[src/rtl/rectangle_pkg.sv]
// rectangle_pkg
//   Shared constants for the RECTANGLE-128 round sequencer: round count,
//   round-constant width and seed, FSM state encoding, and the round-constant
//   LFSR update rule used by both the sequencer and the key-schedule datapath.
package rectangle_pkg;

  localparam int unsigned  NUM_ROUNDS = 25;
  localparam int unsigned  RW         = 5;
  localparam logic [RW-1:0] RC_INIT   = 5'h01;

  // Legacy-compatible 2-bit state encoding
  localparam logic [1:0] ST_IDLE  = 2'd0;
  localparam logic [1:0] ST_ROUND = 2'd1;
  localparam logic [1:0] ST_DONE  = 2'd2;

  // Round-constant LFSR step: shift left, feedback = rc[4] ^ rc[2]
  function automatic logic [RW-1:0] rc_next(input logic [RW-1:0] rc);
    return {rc[RW-2:0], rc[RW-1] ^ rc[RW-3]};
  endfunction

endpackage

[src/rtl/rectangle_rc_lfsr.sv]
// rectangle_rc_lfsr
//   5-bit round-constant register for the RECTANGLE key schedule.
//   Ports:
//     i_clk     - clock, updates on posedge
//     i_load    - reload the register with RC_INIT (has priority)
//     i_advance - step the LFSR by one round
//     ov_rc     - current round constant
module rectangle_rc_lfsr
  import rectangle_pkg::*;
#(
  parameter logic [rectangle_pkg::RW-1:0] RC_SEED = rectangle_pkg::RC_INIT
) (
  input  logic                         i_clk,
  input  logic                         i_load,
  input  logic                         i_advance,
  output logic [rectangle_pkg::RW-1:0] ov_rc
);

  logic [RW-1:0] rc_q;

  always_ff @(posedge i_clk) begin
    if (i_load) begin
      rc_q <= RC_SEED;
    end else if (i_advance) begin
      rc_q <= rc_next(rc_q);
    end
  end

  assign ov_rc = rc_q;

endmodule

[src/rtl/rectangle_round_ctrl.sv]
// rectangle_round_ctrl
//   Round sequencer for the RECTANGLE-128 core. Loads plaintext/key on start,
//   then selects round feedback for NUM_ROUNDS cycles, then strobes done for
//   one cycle. Back-to-back starts accepted in DONE.
//   Ports:
//     i_clk        - clock
//     i_rst        - synchronous active-high reset
//     i_start      - start request (ignored while busy)
//     o_select     - state-register mux: 0 load plaintext, 1 round feedback
//     o_key_select - key-register mux: 0 load user key, 1 key-schedule feedback
//     ov_round     - round index 0..NUM_ROUNDS-1 (0 outside ROUND)
//     ov_rc        - round constant for the current round
//     o_busy       - high in ROUND
//     o_done       - one-cycle strobe, ciphertext valid
module rectangle_round_ctrl #(
  parameter int unsigned             NUM_ROUNDS = rectangle_pkg::NUM_ROUNDS,
  parameter int unsigned             RW         = rectangle_pkg::RW,
  parameter logic [RW-1:0]           RC_INIT    = rectangle_pkg::RC_INIT
) (
  input  logic          i_clk,
  input  logic          i_rst,
  input  logic          i_start,
  output logic          o_select,
  output logic          o_key_select,
  output logic [RW-1:0] ov_round,
  output logic [RW-1:0] ov_rc,
  output logic          o_busy,
  output logic          o_done
);

  import rectangle_pkg::ST_IDLE;
  import rectangle_pkg::ST_ROUND;
  import rectangle_pkg::ST_DONE;

  logic [1:0]    state_q;
  logic [1:0]    state_d;
  logic [RW-1:0] round_q;
  logic          in_round;
  logic          last_round;
  logic          rc_advance;
  logic          rc_load;

  assign in_round   = (state_q == ST_ROUND);
  assign last_round = in_round && (round_q == RW'(NUM_ROUNDS - 1));

  always_comb begin
    state_d = state_q;
    unique case (state_q)
      ST_IDLE:  if (i_start) state_d = ST_ROUND;
      ST_ROUND: if (last_round) state_d = ST_DONE;
      ST_DONE:  state_d = i_start ? ST_ROUND : ST_IDLE;
      default:  state_d = ST_IDLE;
    endcase
  end

  always_ff @(posedge i_clk) begin
    if (i_rst) begin
      state_q <= ST_IDLE;
      round_q <= '0;
    end else begin
      state_q <= state_d;
      if (in_round && !last_round) begin
        round_q <= round_q + 1'b1;
      end else begin
        round_q <= '0;
      end
    end
  end

  // The constant register is reloaded whenever it is not stepping, so it is
  // already at RC_INIT when ROUND is entered from IDLE or DONE; reset simply
  // forces a reload.
  assign rc_advance = in_round && !last_round;
  assign rc_load    = i_rst || !rc_advance;

  rectangle_rc_lfsr #(
    .RC_SEED (RC_INIT)
  ) u_rc_lfsr (
    .i_clk     (i_clk),
    .i_load    (rc_load),
    .i_advance (rc_advance),
    .ov_rc     (ov_rc)
  );

  assign o_select     = in_round;
  assign o_key_select = in_round;
  assign o_busy       = in_round;
  assign o_done       = (state_q == ST_DONE);
  assign ov_round     = round_q;

endmodule

[config.mk]
export PLATFORM = sky130hd
export DESIGN_NAME = rectangle_round_ctrl
export DESIGN_NICKNAME = d
export VERILOG_FILES = /design/src/rtl/rectangle_pkg.sv /design/src/rtl/rectangle_rc_lfsr.sv /design/src/rtl/rectangle_round_ctrl.sv
export SDC_FILE = /design/constraint.sdc
export NUM_CORES = 1
export LEC_CHECK = 0
export CORE_AREA = 2 2 39 41
export DETAILED_ROUTE_END_ITERATION = 12
export DIE_AREA = 0 0 41 43
export PLACE_DENSITY = 0.65
export SYNTH_ARGS = -nofsm -noshare
export SYNTH_HDL_FRONTEND = slang
export SYNTH_SLANG_ARGS = --single-unit
[constraint.sdc]
create_clock -name i_clk -period 1.34 [get_ports i_clk]
set_input_delay 0.134 -clock i_clk [delete_from_list [all_inputs] [get_ports i_clk]]
set_output_delay 0.134 -clock i_clk [all_outputs]
set_load 0.02 [all_outputs]
Yosys cells after proc, flatten, opt, wreduce, memory -nomap -nowiden
Cells that the tools add are included.
{"block": "word_totals", "regBits": 12, "output_inout_bits": 14}
{"block": "op_classes", "add_sub_neg": 1, "n_eq_ne": 5, "n_mux": 4, "bitwise_logic": 2, "reduce_logical": 8}
{"operator": "$pmux 2 s3", "count": 1}
{"operator": "$add 5x1->5 const B", "count": 1}
{"operator": "$eq 5x5->1 const B", "count": 1}
{"operator": "$mux 2", "count": 2}
{"operator": "$eq 2x1->1 const B", "count": 1}
{"operator": "$eq 2x2->1 const B", "count": 1}
{"operator": "$logic_and 1x1->1", "count": 2}
{"operator": "$logic_not 1->1", "count": 2}
{"operator": "$logic_not 2->1", "count": 1}
{"operator": "$ne 2x1->1 const B", "count": 1}
{"operator": "$ne 2x2->1 const B", "count": 1}
{"operator": "$reduce_and 2->1", "count": 1}
{"operator": "$reduce_or 2->1", "count": 1}
{"operator": "$logic_or 1x1->1", "count": 1}
{"operator": "$mux 1", "count": 1}
{"operator": "$not 1->1", "count": 1}
{"operator": "$xor 1x1->1", "count": 1}

Logic depth before layout (Yosys ltp)
{"block": "logic_depth", "word_depth": 6, "depth_mapped": 5}

Modules after synthesis
From an unflattened synthesis, not the netlist that was laid out.
{"block": "unflattened", "hier_cells": 54, "hier_area_um2": 521.8}
{"mod": "rectangle_round_ctrl", "instances": 1, "cells_each": 36, "area_each_um2": 335.3, "seq_area_each_um2": 140.1}
{"mod": "rectangle_rc_lfsr", "instances": 1, "cells_each": 18, "area_each_um2": 186.4, "seq_area_each_um2": 100.1}

Least setup slack after synthesis
Ideal clock, no wire load.
{"block": "synth_path", "path_kind": "register -> register", "start": "register round_q[0] (netlist: ov_round[0])", "end": "register u_rc_lfsr.rc_q[4] (netlist: u_rc_lfsr.ov_rc[4])", "setup_time_ns": 0.057, "arrival_time_ns": 1.214, "t_required_ns": 1.283, "path_slack_ns": 0.069, "path_stages_with_launch": 6, "n_path_buf": 0, "period_less_slack_ns": 1.271, "path_cell_list": "dfxtp_1 > inv_1 > ha_1 > nand4b_4 > and3b_4 > and2_4"}
{"block": "synth_via", "elab_chain_cells": 6}
{"item": "start: declaration", "line": "rectangle_round_ctrl.sv:37", "rtl": "logic [RW-1:0] round_q;"}
{"item": "start signal: assignment", "line": "rectangle_round_ctrl.sv:63", "rtl": "round_q <= round_q + 1'b1;"}
{"item": "$eq 5x5->1 (*)", "line": "rectangle_round_ctrl.sv:44", "rtl": "assign last_round = in_round && (round_q == RW'(NUM_ROUNDS - 1));"}
{"item": "$logic_and 1x1->1 (*)", "line": "rectangle_round_ctrl.sv:44"}
{"item": "$logic_not 1->1 (*)", "line": "rectangle_round_ctrl.sv:73", "rtl": "assign rc_advance = in_round && !last_round;"}
{"item": "$logic_and 1x1->1 (*)", "line": "rectangle_round_ctrl.sv:73"}
{"item": "$logic_not 1->1", "line": "rectangle_round_ctrl.sv:74", "rtl": "assign rc_load = i_rst || !rc_advance;"}
{"item": "$logic_or 1x1->1", "line": "rectangle_round_ctrl.sv:74"}
{"item": "end signal: assignment", "line": "rectangle_rc_lfsr.sv:25", "rtl": "rc_q <= rc_next(rc_q);"}
{"item": "end: declaration", "line": "rectangle_rc_lfsr.sv:19", "rtl": "logic [RW-1:0] rc_q;"}
Mark *: on every way between the ends. The rest lies on a longest branch, timed or not.
A chain may end at the register's enable or synchronous reset.

Final worst setup path
{"block": "layout_path", "start": "register state_q[1]", "end": "output o_busy"}
{"block": "layout_via", "elab_chain_cells": 1}
{"item": "start: declaration", "line": "rectangle_round_ctrl.sv:35", "rtl": "logic [1:0] state_q;"}
{"item": "start signal: assignment", "line": "rectangle_round_ctrl.sv:61", "rtl": "state_q <= state_d;"}
{"item": "$eq 2x1->1", "line": "rectangle_round_ctrl.sv:43", "rtl": "assign in_round = (state_q == ST_ROUND);"}
{"item": "end: declaration", "line": "rectangle_round_ctrl.sv:27", "rtl": "output logic o_busy,"}
No other way between the ends.

==> results.py <==
metrics = {
    "power": {
        "power_density_nw_per_um2": 1110,
        "swShare_pct": 21.9,
        "irDropWorstVdd_mv": 0.704,
        "p_sw_uw": 157,
        "combPwrFrac_pct": 9.3,
        "seqPwrFrac_pct": 51.9,
        "p_leak_nw": 0.300,
        "p_int_uw": 559,
        "total_power_uw": 716,
        "clockPowerShare_pct": 38.9,
    },
    "synth": {
        "syn-cell-area_sq_um": 467,
        "ys_seq_area_share_pct": 51.5,
        "synth_flop_cell": "dfxtp_1",
        "synthArstFlopShare_pct": 0,
        "synthAdderAreaFrac_pct": 5.36,
        "synth_cell_types": 18,
        "syn-mean-instance-area_sq_um": 10.9,
        "yosys_warnings": 0,
        "ys_seq_elements": 12,
        "synth-xor-area-share_pct": 7.51,
        "muxShareOfSynthArea_pct": 0,
        "synth_edf_count": 0,
        "synth_top_family_by_area": "simple AND/OR/NAND/NOR gates",
        "synth_compound_area_share_pct": 1.07,
        "synth_cells": 43,
        "syn-num-nets": 48,
        "yosys.area_share.simple_pct": 29.8,
    },
    "timing": {
        "finalSetupViolCount": 0,
        "finClkSkew_ns": 0.00140,
        "fmax_mhz": 785,
        "period_needed_ns": 1.27,
        "hold_viol": 0,
        "fin_tns_setup_ns": 0,
        "grt_setup_unrepaired": "no",
        "finalCritPeriodShare_pct": 95.0,
        "finalMaxSlewViolations": 0,
        "slew_headroom_pct": 86.1,
        "tightest_slew_ns": 0.210,
    },
    "final_layout": {
        "diodes": 0,
        "final_common_cell": "dfxtp_1",
        "post-route-util_pct": 46.6,
        "layout_common_cells": "12 x dfxtp_1, 11 x dlygate4sd2_1, 5 x nor2_1",
        "nNetsFinal": 67,
        "syn2layout_area_growth_pct": 38.1,
        "drive_gt1_share_pct": 16.4,
        "nFillCells": 153,
    },
    "global_routing": {
        "overflow": 0,
        "antenna_found_initial": 0,
        "first_global_vias": 327,
        "grt_pass1_wl_microns": 1330,
        "grt_max_degree": 8,
        "grt.total_usage_pct": 11.4,
    },
    "drt": {
        "drt_iter0_drc": 0,
        "postRouteWirelength_microns": 744,
        "vias": 330,
        "drc": 0,
        "drt-pass1-iter-count": 1,
        "postRouteAntennaNets": 0,
        "vias_per_cell": 4.29,
        "wl_per_cell_microns": 9.66,
    },
    "worst_setup_path": {
        "critPathKind": "register to output port",
        "arrival_ns": 1.14,
        "critPathCaptureType": "output port",
        "worst-path-max-fanout": 7,
        "cp-start-kind": "register",
        "critPathRequiredTime_ns": 1.21,
    },
    "clock_network": {
        "numCtsBuffers": 3,
        "clock-sinks": 12,
        "clockBufferDepth": 2,
        "cts.reportedPaths.clkPinSlew_ns": 0.07,
        "hold_buffers": 0,
        "htreeDepth": 1,
        "cts-root-buf": "clkbuf_4",
        "cts_tree": "built",
        "worstSkewPairLatency_ns": 0.27,
    },
    "floorplanning": {
        "coreArea_sq_um": 1380,
        "dieHeight_microns": 43,
        "dieArea_sq_um": 1760,
        "rows": 14,
        "io_pins": 17,
        "initial_utilization_pct": 33.7,
        "die_x_microns": 41,
    },
    "place": {
        "gp_congestion": 0.704,
        "dpl.hpwl_microns": 576,
        "io_buffers": 16,
    },
    "outcome": {
        "run_status": "completed",
    },
    "flow_run": {
        "maxCapViolations": 0,
    },
    "hold_path": {
        "hold_path.class": "register to register",
    },
}
[through the flow]
step | std cells | hold WS, ns | setup WS [ns] | area, sq um
floorplan | 43 | 0.206 | 0.0689 | 467
detailed placement | 73 | 0.450 | 0.0517 | 632
global placement | 73 | 0.444 | 0.0653 | 632
global route | 77 | 0.473 | 0.00204 | 644
CTS | 77 | 0.461 | 0.0201 | 651
finish | 77 | 0.462 | 0.0667 | 644
[path summary, 6_finish.rpt]
check,slack (ns),from,to,depth (start not counted)
min reg2reg,0.46,u_rc_lfsr.ov_rc[1],u_rc_lfsr.ov_rc[2],1
max,0.07,state_q[1],o_busy,2
min,0.46,u_rc_lfsr.ov_rc[1],u_rc_lfsr.ov_rc[2],1
max reg2reg,0.12,ov_round[0],u_rc_lfsr.ov_rc[4],5
[cell usage after synthesis (2+ instances only)]
master,count,area (sq um)
buf_4,2,15.0
nor2b_1,2,12.5
nor2_1,5,18.8
nand3_1,2,10.0
ha_1,2,25.0
dfxtp_1,12,240
and2_1,4,25.0
xnor2_1,2,17.5
xor2_1,2,17.5
inv_1,2,7.51
[kinds of logic (layout without fill, tap and decap cells)]
family                     after synthesis  count (layout)
adders and majority gates                2               2
DFF                                     12              12
and+or+nand+nor                         20              20
buffers and inverters                    4              22
xor gates and xnor gates                 4               4
AOI/OAI and AO/OA                        1               1
[flip-flops by register name, indices dropped and copies added (netlist names)]
signal and count:
u_rc_lfsr.ov_rc 5, ov_round 5, state_q 2
[worst max-delay path, cell delays in order, from the launching register on]
cell	delay (ns)
dfxtp_1	0.31
and2b_2	0.26
clkdlybuf4s15_1	0.31
[power groups by stage]
stage / Sequential, mW / Combinational, mW / Clock [mW]
floorplan: 0.387 / 0.0397 / 0
global placement: 0.380 / 0.0774 / 0
detailed placement: 0.380 / 0.0779 / 0
CTS: 0.372 / 0.0686 / 0.296
global route: 0.372 / 0.0734 / 0.307
finish: 0.371 / 0.0666 / 0.278
[metal layers]
layer	global-route usage, %	vias to the layer above	wire [microns]
met5	0	-	0
met3	4.71	0	50
met4	6.00	0	0
met2	15.0	10	326
li1	-	171	-
met1	15.5	149	367
[repair_timing]
| action | CTS | global route |
|---|---|---|
| endpoints found under the hold margin | 0 | 0 |
| resized for setup | 14 | 5 |
| setup endpoints to repair | 14 | 3 |
| buffers inserted | 0 | 0 |
| gates cloned | 0 | 0 |
[final cells by class]
type	count	area (sq um)	share of cell area, %
inverter	2	7.51	1.17
multi-input combinational	27	204	31.7
timing repair buffer	16	136	21.2
tap	16	20.0	3.11
clock buffer	4	36.3	5.63
sequential	12	240	37.3
No activity file was read; power rests on OpenSTA's default activity.
